## config.mk

```make
export PLATFORM = sky130hd
export DESIGN_NAME = asrv32_writeback_pipe_flat
export DESIGN_NICKNAME = d
export VERILOG_FILES = /design/src/rtl/asrv32_writeback_pipe_pkg.sv /design/src/rtl/asrv32_writeback_pipe_if.sv /design/src/rtl/asrv32_load_align.sv /design/src/rtl/asrv32_writeback_pipe.sv /design/src/flat_wrapper.sv
export SDC_FILE = /design/constraint.sdc
export NUM_CORES = 1
export LEC_CHECK = 0
export BUFFER_PORTS_ARGS = -buffer_cell sky130_fd_sc_hd__buf_2
export CAP_MARGIN = 10
export CORE_MARGIN = 2
export CORE_UTILIZATION = 50
export CTS_CLUSTER_SIZE = 8
export DETAILED_ROUTE_END_ITERATION = 7
export GPL_TIMING_DRIVEN = 0
export PLACE_DENSITY = 0.74
export SYNTH_ARGS = -nofsm -noshare
export SYNTH_HDL_FRONTEND = slang
export SYNTH_SLANG_ARGS = --single-unit
```

## constraint.sdc

```tcl
create_clock -name i_clk -period 18.35 [get_ports i_clk]
set_input_delay 0.9175 -clock i_clk [delete_from_list [all_inputs] [get_ports i_clk]]
set_output_delay 0.9175 -clock i_clk [all_outputs]
set_load 0.05 [all_outputs]
```

## src/rtl/asrv32_writeback_pipe_pkg.sv

```systemverilog
// ASRV32 shared header: one-hot opcode indices, load funct3 codes,
// trap cause and the opcode class decoder used by the writeback stage.
package asrv32_writeback_pipe_pkg;

    localparam int OPCODE_RTYPE  = 0;
    localparam int OPCODE_ITYPE  = 1;
    localparam int OPCODE_LOAD   = 2;
    localparam int OPCODE_STORE  = 3;
    localparam int OPCODE_BRANCH = 4;
    localparam int OPCODE_JAL    = 5;
    localparam int OPCODE_JALR   = 6;
    localparam int OPCODE_LUI    = 7;
    localparam int OPCODE_AUIPC  = 8;
    localparam int OPCODE_SYSTEM = 9;
    localparam int OPCODE_FENCE  = 10;
    localparam int OPCODE_WIDTH  = 11;

    localparam logic [2:0] LOAD_LB  = 3'b000;
    localparam logic [2:0] LOAD_LH  = 3'b001;
    localparam logic [2:0] LOAD_LW  = 3'b010;
    localparam logic [2:0] LOAD_LBU = 3'b100;
    localparam logic [2:0] LOAD_LHU = 3'b101;

    localparam int CAUSE_INSTR_MISALIGNED = 0;

    typedef struct packed {
        logic is_alu;
        logic is_load;
        logic is_branch;
        logic is_jal;
        logic is_jalr;
        logic is_lui;
        logic is_auipc;
        logic no_rd;
    } op_dec_t;

    function automatic op_dec_t decode_op(
        input logic [OPCODE_WIDTH-1:0] op
    );
        op_dec_t d;
        d.is_alu    = op[OPCODE_RTYPE] | op[OPCODE_ITYPE];
        d.is_load   = op[OPCODE_LOAD];
        d.is_branch = op[OPCODE_BRANCH];
        d.is_jal    = op[OPCODE_JAL];
        d.is_jalr   = op[OPCODE_JALR];
        d.is_lui    = op[OPCODE_LUI];
        d.is_auipc  = op[OPCODE_AUIPC];
        d.no_rd     = op[OPCODE_BRANCH] | op[OPCODE_STORE]
                    | op[OPCODE_SYSTEM] | op[OPCODE_FENCE];
        return d;
    endfunction

endpackage

```

## src/rtl/asrv32_writeback_pipe_if.sv

```systemverilog
// Memory-stage to writeback-stage bundle: valid/ready handshake,
// executed instruction fields and the late load-data return.
interface asrv32_writeback_pipe_if #(
    parameter int XLEN = 32
);
    import asrv32_writeback_pipe_pkg::*;

    logic                    valid;
    logic                    ready;
    logic [OPCODE_WIDTH-1:0] opcode;
    logic [2:0]              funct3;
    logic [4:0]              rd_addr;
    logic [XLEN-1:0]         result_from_alu;
    logic [XLEN-1:0]         imm;
    logic [XLEN-1:0]         rs1_data;
    logic [1:0]              load_addr_lsb;
    logic [XLEN-1:0]         load_data;
    logic                    load_valid;

    modport master (
        output valid, opcode, funct3, rd_addr,
        output result_from_alu, imm, rs1_data,
        output load_addr_lsb, load_data, load_valid,
        input  ready
    );

    modport slave (
        input  valid, opcode, funct3, rd_addr,
        input  result_from_alu, imm, rs1_data,
        input  load_addr_lsb, load_data, load_valid,
        output ready
    );

endinterface

```

## src/rtl/asrv32_load_align.sv

```systemverilog
// Load data alignment: byte/halfword lane select from the address
// low bits, then sign or zero extension chosen by funct3.
module asrv32_load_align
    import asrv32_writeback_pipe_pkg::*;
#(
    parameter int XLEN = 32
) (
    input  logic [XLEN-1:0] data,
    input  logic [1:0]      lsb,
    input  logic [2:0]      funct3,
    output logic [XLEN-1:0] result
);

    logic [7:0]  b;
    logic [15:0] h;

    always_comb begin
        unique case (lsb)
            2'd0:    b = data[7:0];
            2'd1:    b = data[15:8];
            2'd2:    b = data[23:16];
            default: b = data[31:24];
        endcase
        h = lsb[1] ? data[31:16] : data[15:0];
        // Reserved encodings fall through to a full-word load
        unique case (funct3)
            LOAD_LB:  result = {{(XLEN-8){b[7]}}, b};
            LOAD_LH:  result = {{(XLEN-16){h[15]}}, h};
            LOAD_LBU: result = {{(XLEN-8){1'b0}}, b};
            LOAD_LHU: result = {{(XLEN-16){1'b0}}, h};
            default:  result = data;
        endcase
    end

endmodule

```

## src/rtl/asrv32_writeback_pipe.sv

```systemverilog
// ASRV32 writeback/commit stage: waits for late load data, computes
// next PC and rd value, flags misaligned targets, counts retirement.
module asrv32_writeback_pipe
    import asrv32_writeback_pipe_pkg::*;
#(
    parameter int              XLEN        = 32,
    parameter logic [XLEN-1:0] PC_RESET    = '0,
    parameter logic [XLEN-1:0] TRAP_VECTOR = XLEN'(32'h0000_0004),
    parameter int              CNT_WIDTH   = 64
) (
    input  logic                 i_clk,
    input  logic                 i_rst,
    asrv32_writeback_pipe_if.slave mem,
    output logic [XLEN-1:0]      o_rd_data,
    output logic [4:0]           o_rd_addr,
    output logic                 o_wr_rd_en,
    output logic [XLEN-1:0]      o_pc,
    output logic                 o_retire,
    output logic                 o_trap,
    output logic [XLEN-1:0]      o_trap_tval,
    output logic [CNT_WIDTH-1:0] o_instret
);

    localparam logic [0:0] S_IDLE = 1'b0;
    localparam logic [0:0] S_WAIT = 1'b1;

    logic [0:0] state;

    logic [OPCODE_WIDTH-1:0] h_opcode;
    logic [2:0]              h_funct3;
    logic [4:0]              h_rd;
    logic [XLEN-1:0]         h_alu;
    logic [XLEN-1:0]         h_imm;
    logic [XLEN-1:0]         h_rs1;
    logic [1:0]              h_lsb;

    logic [OPCODE_WIDTH-1:0] c_opcode;
    logic [2:0]              c_funct3;
    logic [4:0]              c_rd;
    logic [XLEN-1:0]         c_alu;
    logic [XLEN-1:0]         c_imm;
    logic [XLEN-1:0]         c_rs1;
    logic [1:0]              c_lsb;

    op_dec_t         dec;
    logic            wait_st;
    logic            accept;
    logic            hold;
    logic            commit;
    logic [XLEN-1:0] base;
    logic [XLEN-1:0] sum;
    logic [XLEN-1:0] target;
    logic [XLEN-1:0] pc_inc;
    logic [XLEN-1:0] next_pc;
    logic [XLEN-1:0] ld_val;
    logic [XLEN-1:0] rd_val;
    logic            taken;
    logic            trap;
    logic            wr_en;

    assign wait_st   = (state == S_WAIT);
    assign mem.ready = !wait_st;
    assign accept    = !wait_st && mem.valid;
    assign hold      = accept && mem.opcode[OPCODE_LOAD]
                     && !mem.load_valid;
    assign commit    = (accept && !hold)
                     || (wait_st && mem.load_valid);

    // A parked load commits from its held fields, anything else live
    assign c_opcode = wait_st ? h_opcode : mem.opcode;
    assign c_funct3 = wait_st ? h_funct3 : mem.funct3;
    assign c_rd     = wait_st ? h_rd     : mem.rd_addr;
    assign c_alu    = wait_st ? h_alu    : mem.result_from_alu;
    assign c_imm    = wait_st ? h_imm    : mem.imm;
    assign c_rs1    = wait_st ? h_rs1    : mem.rs1_data;
    assign c_lsb    = wait_st ? h_lsb    : mem.load_addr_lsb;

    assign dec = decode_op(c_opcode);

    asrv32_load_align #(
        .XLEN   (XLEN)
    ) u_load_align (
        .data   (mem.load_data),
        .lsb    (c_lsb),
        .funct3 (c_funct3),
        .result (ld_val)
    );

    always_comb begin
        base    = dec.is_jalr ? c_rs1 : o_pc;
        sum     = base + c_imm;
        target  = dec.is_jalr ? {sum[XLEN-1:1], 1'b0} : sum;
        pc_inc  = o_pc + XLEN'(4);
        taken   = dec.is_jal || dec.is_jalr
                || (dec.is_branch && c_alu[0]);
        trap    = taken && target[1];
        next_pc = trap  ? TRAP_VECTOR :
                  taken ? target      : pc_inc;
        wr_en   = !dec.no_rd && (c_rd != 5'd0) && !trap;
        unique case (1'b1)
            dec.is_jal,
            dec.is_jalr:  rd_val = pc_inc;
            dec.is_lui:   rd_val = c_imm;
            dec.is_auipc: rd_val = sum;
            dec.is_load:  rd_val = ld_val;
            dec.is_alu:   rd_val = c_alu;
            default:      rd_val = c_alu;
        endcase
    end

    always_ff @(posedge i_clk) begin
        if (hold) begin
            h_opcode <= mem.opcode;
            h_funct3 <= mem.funct3;
            h_rd     <= mem.rd_addr;
            h_alu    <= mem.result_from_alu;
            h_imm    <= mem.imm;
            h_rs1    <= mem.rs1_data;
            h_lsb    <= mem.load_addr_lsb;
        end
    end

    always_ff @(posedge i_clk) begin
        if (i_rst) begin
            state       <= S_IDLE;
            o_pc        <= PC_RESET;
            o_rd_data   <= '0;
            o_rd_addr   <= '0;
            o_wr_rd_en  <= 1'b0;
            o_retire    <= 1'b0;
            o_trap      <= 1'b0;
            o_trap_tval <= '0;
            o_instret   <= '0;
        end else begin
            o_wr_rd_en <= 1'b0;
            o_retire   <= 1'b0;
            o_trap     <= 1'b0;
            if (hold) begin
                state <= S_WAIT;
            end
            if (commit) begin
                state      <= S_IDLE;
                o_pc       <= next_pc;
                o_rd_data  <= rd_val;
                o_rd_addr  <= c_rd;
                o_wr_rd_en <= wr_en;
                o_retire   <= !trap;
                o_trap     <= trap;
                if (trap) begin
                    o_trap_tval <= target;
                end else begin
                    o_instret <= o_instret + CNT_WIDTH'(1);
                end
            end
        end
    end

endmodule

```

## src/flat_wrapper.sv

```systemverilog
// flat-port wrapper written by rule: the top's interface ports become plain ports
module asrv32_writeback_pipe_flat import asrv32_writeback_pipe_pkg::*;
#(
    parameter int              XLEN        = 32,
    parameter logic [XLEN-1:0] PC_RESET    = '0,
    parameter logic [XLEN-1:0] TRAP_VECTOR = XLEN'(32'h0000_0004),
    parameter int              CNT_WIDTH   = 64
)
  (i_clk, i_rst, o_rd_data, o_rd_addr, o_wr_rd_en, o_pc, o_retire, o_trap, o_trap_tval, o_instret, mem_valid, mem_opcode, mem_funct3, mem_rd_addr, mem_result_from_alu, mem_imm, mem_rs1_data, mem_load_addr_lsb, mem_load_data, mem_load_valid, mem_ready);
  asrv32_writeback_pipe_if #(.XLEN(XLEN)) mem_i ();
  input  logic i_clk;
  input  logic i_rst;
  output logic [XLEN-1:0] o_rd_data;
  output logic [4:0] o_rd_addr;
  output logic o_wr_rd_en;
  output logic [XLEN-1:0] o_pc;
  output logic o_retire;
  output logic o_trap;
  output logic [XLEN-1:0] o_trap_tval;
  output logic [CNT_WIDTH-1:0] o_instret;
  input wire logic [$bits(mem_i.valid)-1:0] mem_valid;
  input wire logic [$bits(mem_i.opcode)-1:0] mem_opcode;
  input wire logic [$bits(mem_i.funct3)-1:0] mem_funct3;
  input wire logic [$bits(mem_i.rd_addr)-1:0] mem_rd_addr;
  input wire logic [$bits(mem_i.result_from_alu)-1:0] mem_result_from_alu;
  input wire logic [$bits(mem_i.imm)-1:0] mem_imm;
  input wire logic [$bits(mem_i.rs1_data)-1:0] mem_rs1_data;
  input wire logic [$bits(mem_i.load_addr_lsb)-1:0] mem_load_addr_lsb;
  input wire logic [$bits(mem_i.load_data)-1:0] mem_load_data;
  input wire logic [$bits(mem_i.load_valid)-1:0] mem_load_valid;
  output wire logic [$bits(mem_i.ready)-1:0] mem_ready;
  assign mem_i.valid = mem_valid;
  assign mem_i.opcode = mem_opcode;
  assign mem_i.funct3 = mem_funct3;
  assign mem_i.rd_addr = mem_rd_addr;
  assign mem_i.result_from_alu = mem_result_from_alu;
  assign mem_i.imm = mem_imm;
  assign mem_i.rs1_data = mem_rs1_data;
  assign mem_i.load_addr_lsb = mem_load_addr_lsb;
  assign mem_i.load_data = mem_load_data;
  assign mem_i.load_valid = mem_load_valid;
  assign mem_ready = mem_i.ready;
  asrv32_writeback_pipe #(.XLEN(XLEN), .PC_RESET(PC_RESET), .TRAP_VECTOR(TRAP_VECTOR), .CNT_WIDTH(CNT_WIDTH)) u_core (.i_clk(i_clk), .i_rst(i_rst), .mem(mem_i), .o_rd_data(o_rd_data), .o_rd_addr(o_rd_addr), .o_wr_rd_en(o_wr_rd_en), .o_pc(o_pc), .o_retire(o_retire), .o_trap(o_trap), .o_trap_tval(o_trap_tval), .o_instret(o_instret));
endmodule
```

# Word-level counts from Yosys, hierarchy flattened
# Index checks and enable logic that the tools add are counted.
# W data, S select, Z words.
[word_totals] regBits=286 inputBits=153
[op_classes] n_addsub=3 eq_ne=5 n_mux=15 bitwise_logic=5 reduce_logical=25
[op_table] cell="$pmux W32 S4" n=2
[op_table] cell="$mux W32" n=6
[op_table] cell="$add A64 B1 Y64 const B" n=1
[op_table] cell="$add A32 B3 Y32 const B" n=1
[op_table] cell="$add A32 B32 Y32" n=1
[op_table] cell="$pmux W8 S3" n=1
[op_table] cell="$mux W16" n=1
[op_table] cell="$mux W11" n=1
[op_table] cell="$logic_and A1 B1 Y1" n=9
[op_table] cell="$eq A3 B3 Y1 const B" n=2
[op_table] cell="$reduce_or A2 Y1" n=3
[op_table] cell="$logic_not A1 Y1" n=5
[op_table] cell="$mux W5" n=1
[op_table] cell="$reduce_bool A5 Y1" n=1
[op_table] cell="$reduce_and A2 Y1" n=2
[op_table] cell="$eq A3 B1 Y1 const B" n=1
[op_table] cell="$logic_not A3 Y1" n=1
[op_table] cell="$logic_or A1 B1 Y1" n=3
[op_table] cell="$mux W3" n=1
[op_table] cell="$or A1 B1 Y1" n=3
[op_table] cell="$eq A2 B1 Y1 const B" n=1
[op_table] cell="$eq A2 B2 Y1 const B" n=1
[op_table] cell="$logic_not A2 Y1" n=1
[op_table] cell="$mux W2" n=1
[op_table] cell="other kinds (2)" n=3

# Depth between registers and ports, before layout
[depth] word_depth=9 ltp_mapped=21 mapped_depth_nobuf=15

# By module
# A second synthesis with hierarchy kept.
[hier_totals] cells_unflattened=1709 area_unflattened_um2=15567.4
[modules_own_cells] mod="asrv32_writeback_pipe" instances=1 cells_each=1578 area_each_um2=14844.2 seq_area_each_um2=6816.5
[modules_own_cells] mod="asrv32_load_align" instances=1 cells_each=131 area_each_um2=723.2 seq_area_each_um2=0.0

# Least setup slack after synthesis
# OpenSTA, ideal clock, no wires.
[synth_timing] path_type="register -> register" start="register u_core.state" end="register u_core.h_alu[0], enable pin" setup_time_ps=880 arrival_time_ps=12334 t_required_ps=17470 slack_ps=5136 path_stages_with_launch=8 synth_period_minus_slack_ps=13214 path_cell_list="dfxtp_1 buf_4 buf_4 buf_2 buf_2 buf_2 buf_2 nor4bb_1"
[synth_via] elab_chain_len=4
[synth_lines] item="from (decl)" line="asrv32_writeback_pipe.sv:27" rtl="logic [0:0] state;"
[synth_lines] item="from (signal assigned)" line="asrv32_writeback_pipe.sv:125" rtl="state <= S_IDLE;"
[synth_lines] item="from (signal assigned)" line="asrv32_writeback_pipe.sv:139" rtl="state <= S_WAIT;"
[synth_lines] item="from (signal assigned)" line="asrv32_writeback_pipe.sv:142" rtl="state <= S_IDLE;"
[synth_lines] item="$logic_not A1 Y1" line="asrv32_writeback_pipe.sv:63" rtl="assign accept = !wait_st && mem.valid;"
[synth_lines] item="$logic_and A1 B1 Y1" line="asrv32_writeback_pipe.sv:63"
[synth_lines] item="$logic_and A1 B1 Y1" line="asrv32_writeback_pipe.sv:64" rtl="assign hold = accept && mem.opcode[OPCODE_LOAD]"
[synth_lines] item="$logic_and A1 B1 Y1" line="asrv32_writeback_pipe.sv:65" rtl="&& !mem.load_valid;"
[synth_lines] item="net u_core.hold" line="asrv32_writeback_pipe.sv:48" rtl="logic hold;"
[synth_lines] item="to (signal assigned)" line="asrv32_writeback_pipe.sv:116" rtl="h_alu <= mem.result_from_alu;"
[synth_lines] item="to (decl)" line="asrv32_writeback_pipe.sv:32" rtl="logic [XLEN-1:0] h_alu;"
# The timed path passes the listed nets, and every way through them passes these cells.
# A chain may end at the register's enable or synchronous reset.

# Worst setup path in the final report
[layout_timing] start="register u_core.state" end="register u_core.o_rd_data[28]"
[layout_via] elab_chain_len=7 word_cells_on_any_way=28 classes_between="add/sub: 1; eq/ne: 5; mux: 11; reduce/logical: 11"
[layout_lines] item="parallel branches: the longest is 7 deep, another holds $add A32 B32 Y32"
[layout_lines] item="to (signal assigned)" line="asrv32_writeback_pipe.sv:144" rtl="o_rd_data <= rd_val;"
[layout_lines] item="to (decl)" line="asrv32_writeback_pipe.sv:14" rtl="output logic [XLEN-1:0] o_rd_data,"
# Parallel ways; which one is timed is not known.

==> qor.csv <==
metric,value,unit
PwrDens,101,mW/mm^2
Worst Slack Setup Final,11650,ps
CP max stage delay,490,ps
Final Instance Count excl. Fillers,2384,
share of power burned in registers,38.4,%
Seq cells post-synth,283,
GRT overflow,0,
Hold Fails Final Rpt,0,
CP max stage cell,buf_2,
Syn Std Cell Area,0.0151,mm^2
CP startpoint,u_core.state,
Clk pwr share,38.0,%
"EDFF count, synth",115,
Synth Flop Type,dfxtp_1,
die width,178,um
core box area,0.0296,mm^2
CP Buf/Inv Count,7,
Synth async-reset ratio,0,%
Power Internal,1.24,mW
worst hold path type,flip-flop to flip-flop,
initial DRC count,1636,
std cell rows,63,
HP Start,u_core.o_trap_tval[9],
Least-Margin Pin Slew,1100,ps
post-synthesis sequential area ratio,45.3,%
final net count,2155,
FMAX,149,MHz
Crit Path Class,flip-flop to flip-flop,
Detailed Routing Iterations Pass 1,8,
RSZ-0062 raised after global routing,no,
syn avg cell area,9.43,um^2
post-cts repair resize count,0,
H-tree depth,2,
final setup TNS,0,ps
maximum vdd drop,70.7,uV
status,"complete, no violations",
Die H,178,um
RD Place Congestion,0.977,
launching point of the worst reg2reg path,u_core.state,
I/O Buffers,318,
Final Max Slew Viols,0,
DP Wirelength,43800,um
fraction of layout cells with a size suffix above 1,23.6,%
period utilization,36.5,%
startpoint types,flip-flop,
CP Cell Sequence,"buf_4, buf_4, buf_2, buf_2, buf_2, buf_2, buf_2, mux2i_1, o21ai_0, ha_1, fa_1, a21oi_1, o211ai_1, or3_1, a21oi_2, o22a_1, o221ai_1, o41ai_1, xnor2_1, a21oi_1, nor2_1",
slew margin rel.,25.8,%
largest fanout on the critical path,10,
Final Critical Period,6700,ps
Comb power frac,23.6,%
WL/cell,23.7,um
Critical Path AT,7180,ps
WP data required,18830,ps
"commonest cells after routing, fill and taps aside","buf_2, nand2_1, dfxtp_1",
GRT Total Usage,35.3,%
crit path capture type,flip-flop,
Clock Pin Slew Worst Setup and Hold Paths,50,ps
P_sw,0.633,mW
vias in the first global route,13800,
DP Cell Count,2315,
Via-to-Cell Ratio,6.10,
# DRC,0,
first-pass GRT wire length,83400,um
syn nets,1785,
dpl ws,11900,ps
Starting Density,50.8,%
DRT antenna net count,0,
number of I/O pins,322,
CP most frequent cell,buf_2,
cts hold-fix bufs,0,
Pleak,7.47,nW
worst skew pair latency,560,ps
Root Driver,clkbuf_16,
# Post-CTS Setup Buffers,0,
Die ar.,0.0315,mm^2
crit-path leading delay family,buffers and inverters,
Synth cell types,78,
CTS sink count,283,
vias,14500,
largest net degree at the start of global routing,16,
area delta synth->final,22.6,%
Max-Cap Viols,0,
antenna violations before repair,1,
synth warn,0,
CTS tree,yes,
"commonest non-fill, non-tap cell in the layout",buf_2,
final setup vio count,0,
skew final,28.4,ps
CTS buffer count,41,
cells after synthesis,1598,
CTS max path bufs,3,
switch share,33.8,%
final wirelength,56600,um
==> sequential cells by signal, indices dropped and copies added, names as in the netlist, 9 cells and up <==
register and cells:
u_core.o_pc 31, u_core.o_rd_data 32, u_core.h_alu 32, u_core.o_instret 64, u_core.h_rs1 32, u_core.o_trap_tval 32
u_core.h_imm 32, u_core.h_opcode 9
==> cell families after synthesis <==
group                    count (synthesis)  synth area share [%]
other                                    1                0.0249
buffers and inverters                  110                  2.99
AO/OA/AOI/OAI                          425                  17.7
AND/OR/NAND/NOR                        510                  16.0
multiplexers                           126                  8.83
XOR/XNOR                               109                  6.34
flip-flops                             283                  45.3
adder cells (fa/ha/maj)                 34                  2.87
==> layer usage <==
metal  up-vias  wire, um  GRT usage [%]
li1       6616         -              -
met1      6935     22700           46.4
met2       833     24700           54.4
met3       151      6640           9.92
met4         2      2620           14.9
met5         -        15              0
==> worst reg2reg max path, cell delays in order, from the launching register on <==
cell and delay (ps):
dfxtp_1 310, buf_4 180, buf_4 240, buf_2 360, buf_2 390, buf_2 320
buf_2 400, buf_2 490, mux2i_1 230, o21ai_0 100, ha_1 290, fa_1 420
a21oi_1 220, o211ai_1 200, or3_1 410, a21oi_2 320, o22a_1 330, o221ai_1 220
o41ai_1 450, xnor2_1 400, a21oi_1 220, nor2_1 140
==> power groups by stage <==
stage / Clock [mW] / Combinational [mW] / Sequential, mW
after detailed placement: 0 / 0.430 / 0.728
after global routing: 0.739 / 0.467 / 0.720
final: 0.710 / 0.442 / 0.718
after CTS: 0.713 / 0.432 / 0.717
after floorplan: 0 / 0.198 / 0.810
after global placement: 0 / 0.424 / 0.733
==> final timing paths <==
kind                                         endpoint  slack, ps  depth (start not counted)
worst min register to register  u_core.o_trap_tval[9]        460                          2
worst max register to register   u_core.o_rd_data[28]      11650                         21
worst max-delay path             u_core.o_rd_data[28]      11650                         21
worst min-delay path            u_core.o_trap_tval[9]        460                          2
==> cells in the mapped netlist, types with 9 or more instances <==
master | instances | area, um^2
o211ai_1 | 13 | 97.6
clkbuf_1 | 66 | 248
dfxtp_1 | 168 | 3360
and3_1 | 29 | 181
a21oi_1 | 127 | 636
a21o_1 | 23 | 173
inv_1 | 17 | 63.8
o221ai_1 | 14 | 123
xor2_1 | 59 | 517
nand3_1 | 52 | 260
o21ai_0 | 129 | 646
ha_1 | 33 | 413
xnor2_1 | 50 | 438
and2_1 | 9 | 56.3
o22ai_1 | 14 | 87.6
nor3_1 | 20 | 100
nor2_1 | 141 | 529
or3_1 | 16 | 100
a211oi_1 | 12 | 90.1
a222oi_1 | 11 | 110
mux2i_1 | 73 | 731
nand2_1 | 172 | 646
nand4_1 | 10 | 62.6
a221oi_1 | 23 | 201
mux2_2 | 52 | 586
buf_2 | 16 | 80.1
edfxtp_1 | 115 | 3450
==> metrics by stage <==
stage | total power, mW | hold WS, ps | util, % | cell area (um^2)
2_1_floorplan | 1.01 | 524 | - | 15100
3_3_place_gp | 1.16 | 442 | 57.8 | 17100
6_report | 1.87 | 459 | 62.3 | 18500
3_5_place_dp | 1.16 | 445 | 58.3 | 17300
4_1_cts | 1.86 | 457 | 62.3 | 18500
5_1_grt | 1.93 | 473 | 62.3 | 18500
==> area by class of cell <==
cell class	count	area, um^2
multi-input combinational	1205	7810
clock buffer	64	1120
timing repair buffer	327	1710
clock inverter	4	71.3
sequential	283	6820
buffer	92	383
fill	2590	11200
antenna	1	2.50
tap	390	488
inverter	18	67.6
Note: power is estimated with default switching activity, not from simulation.
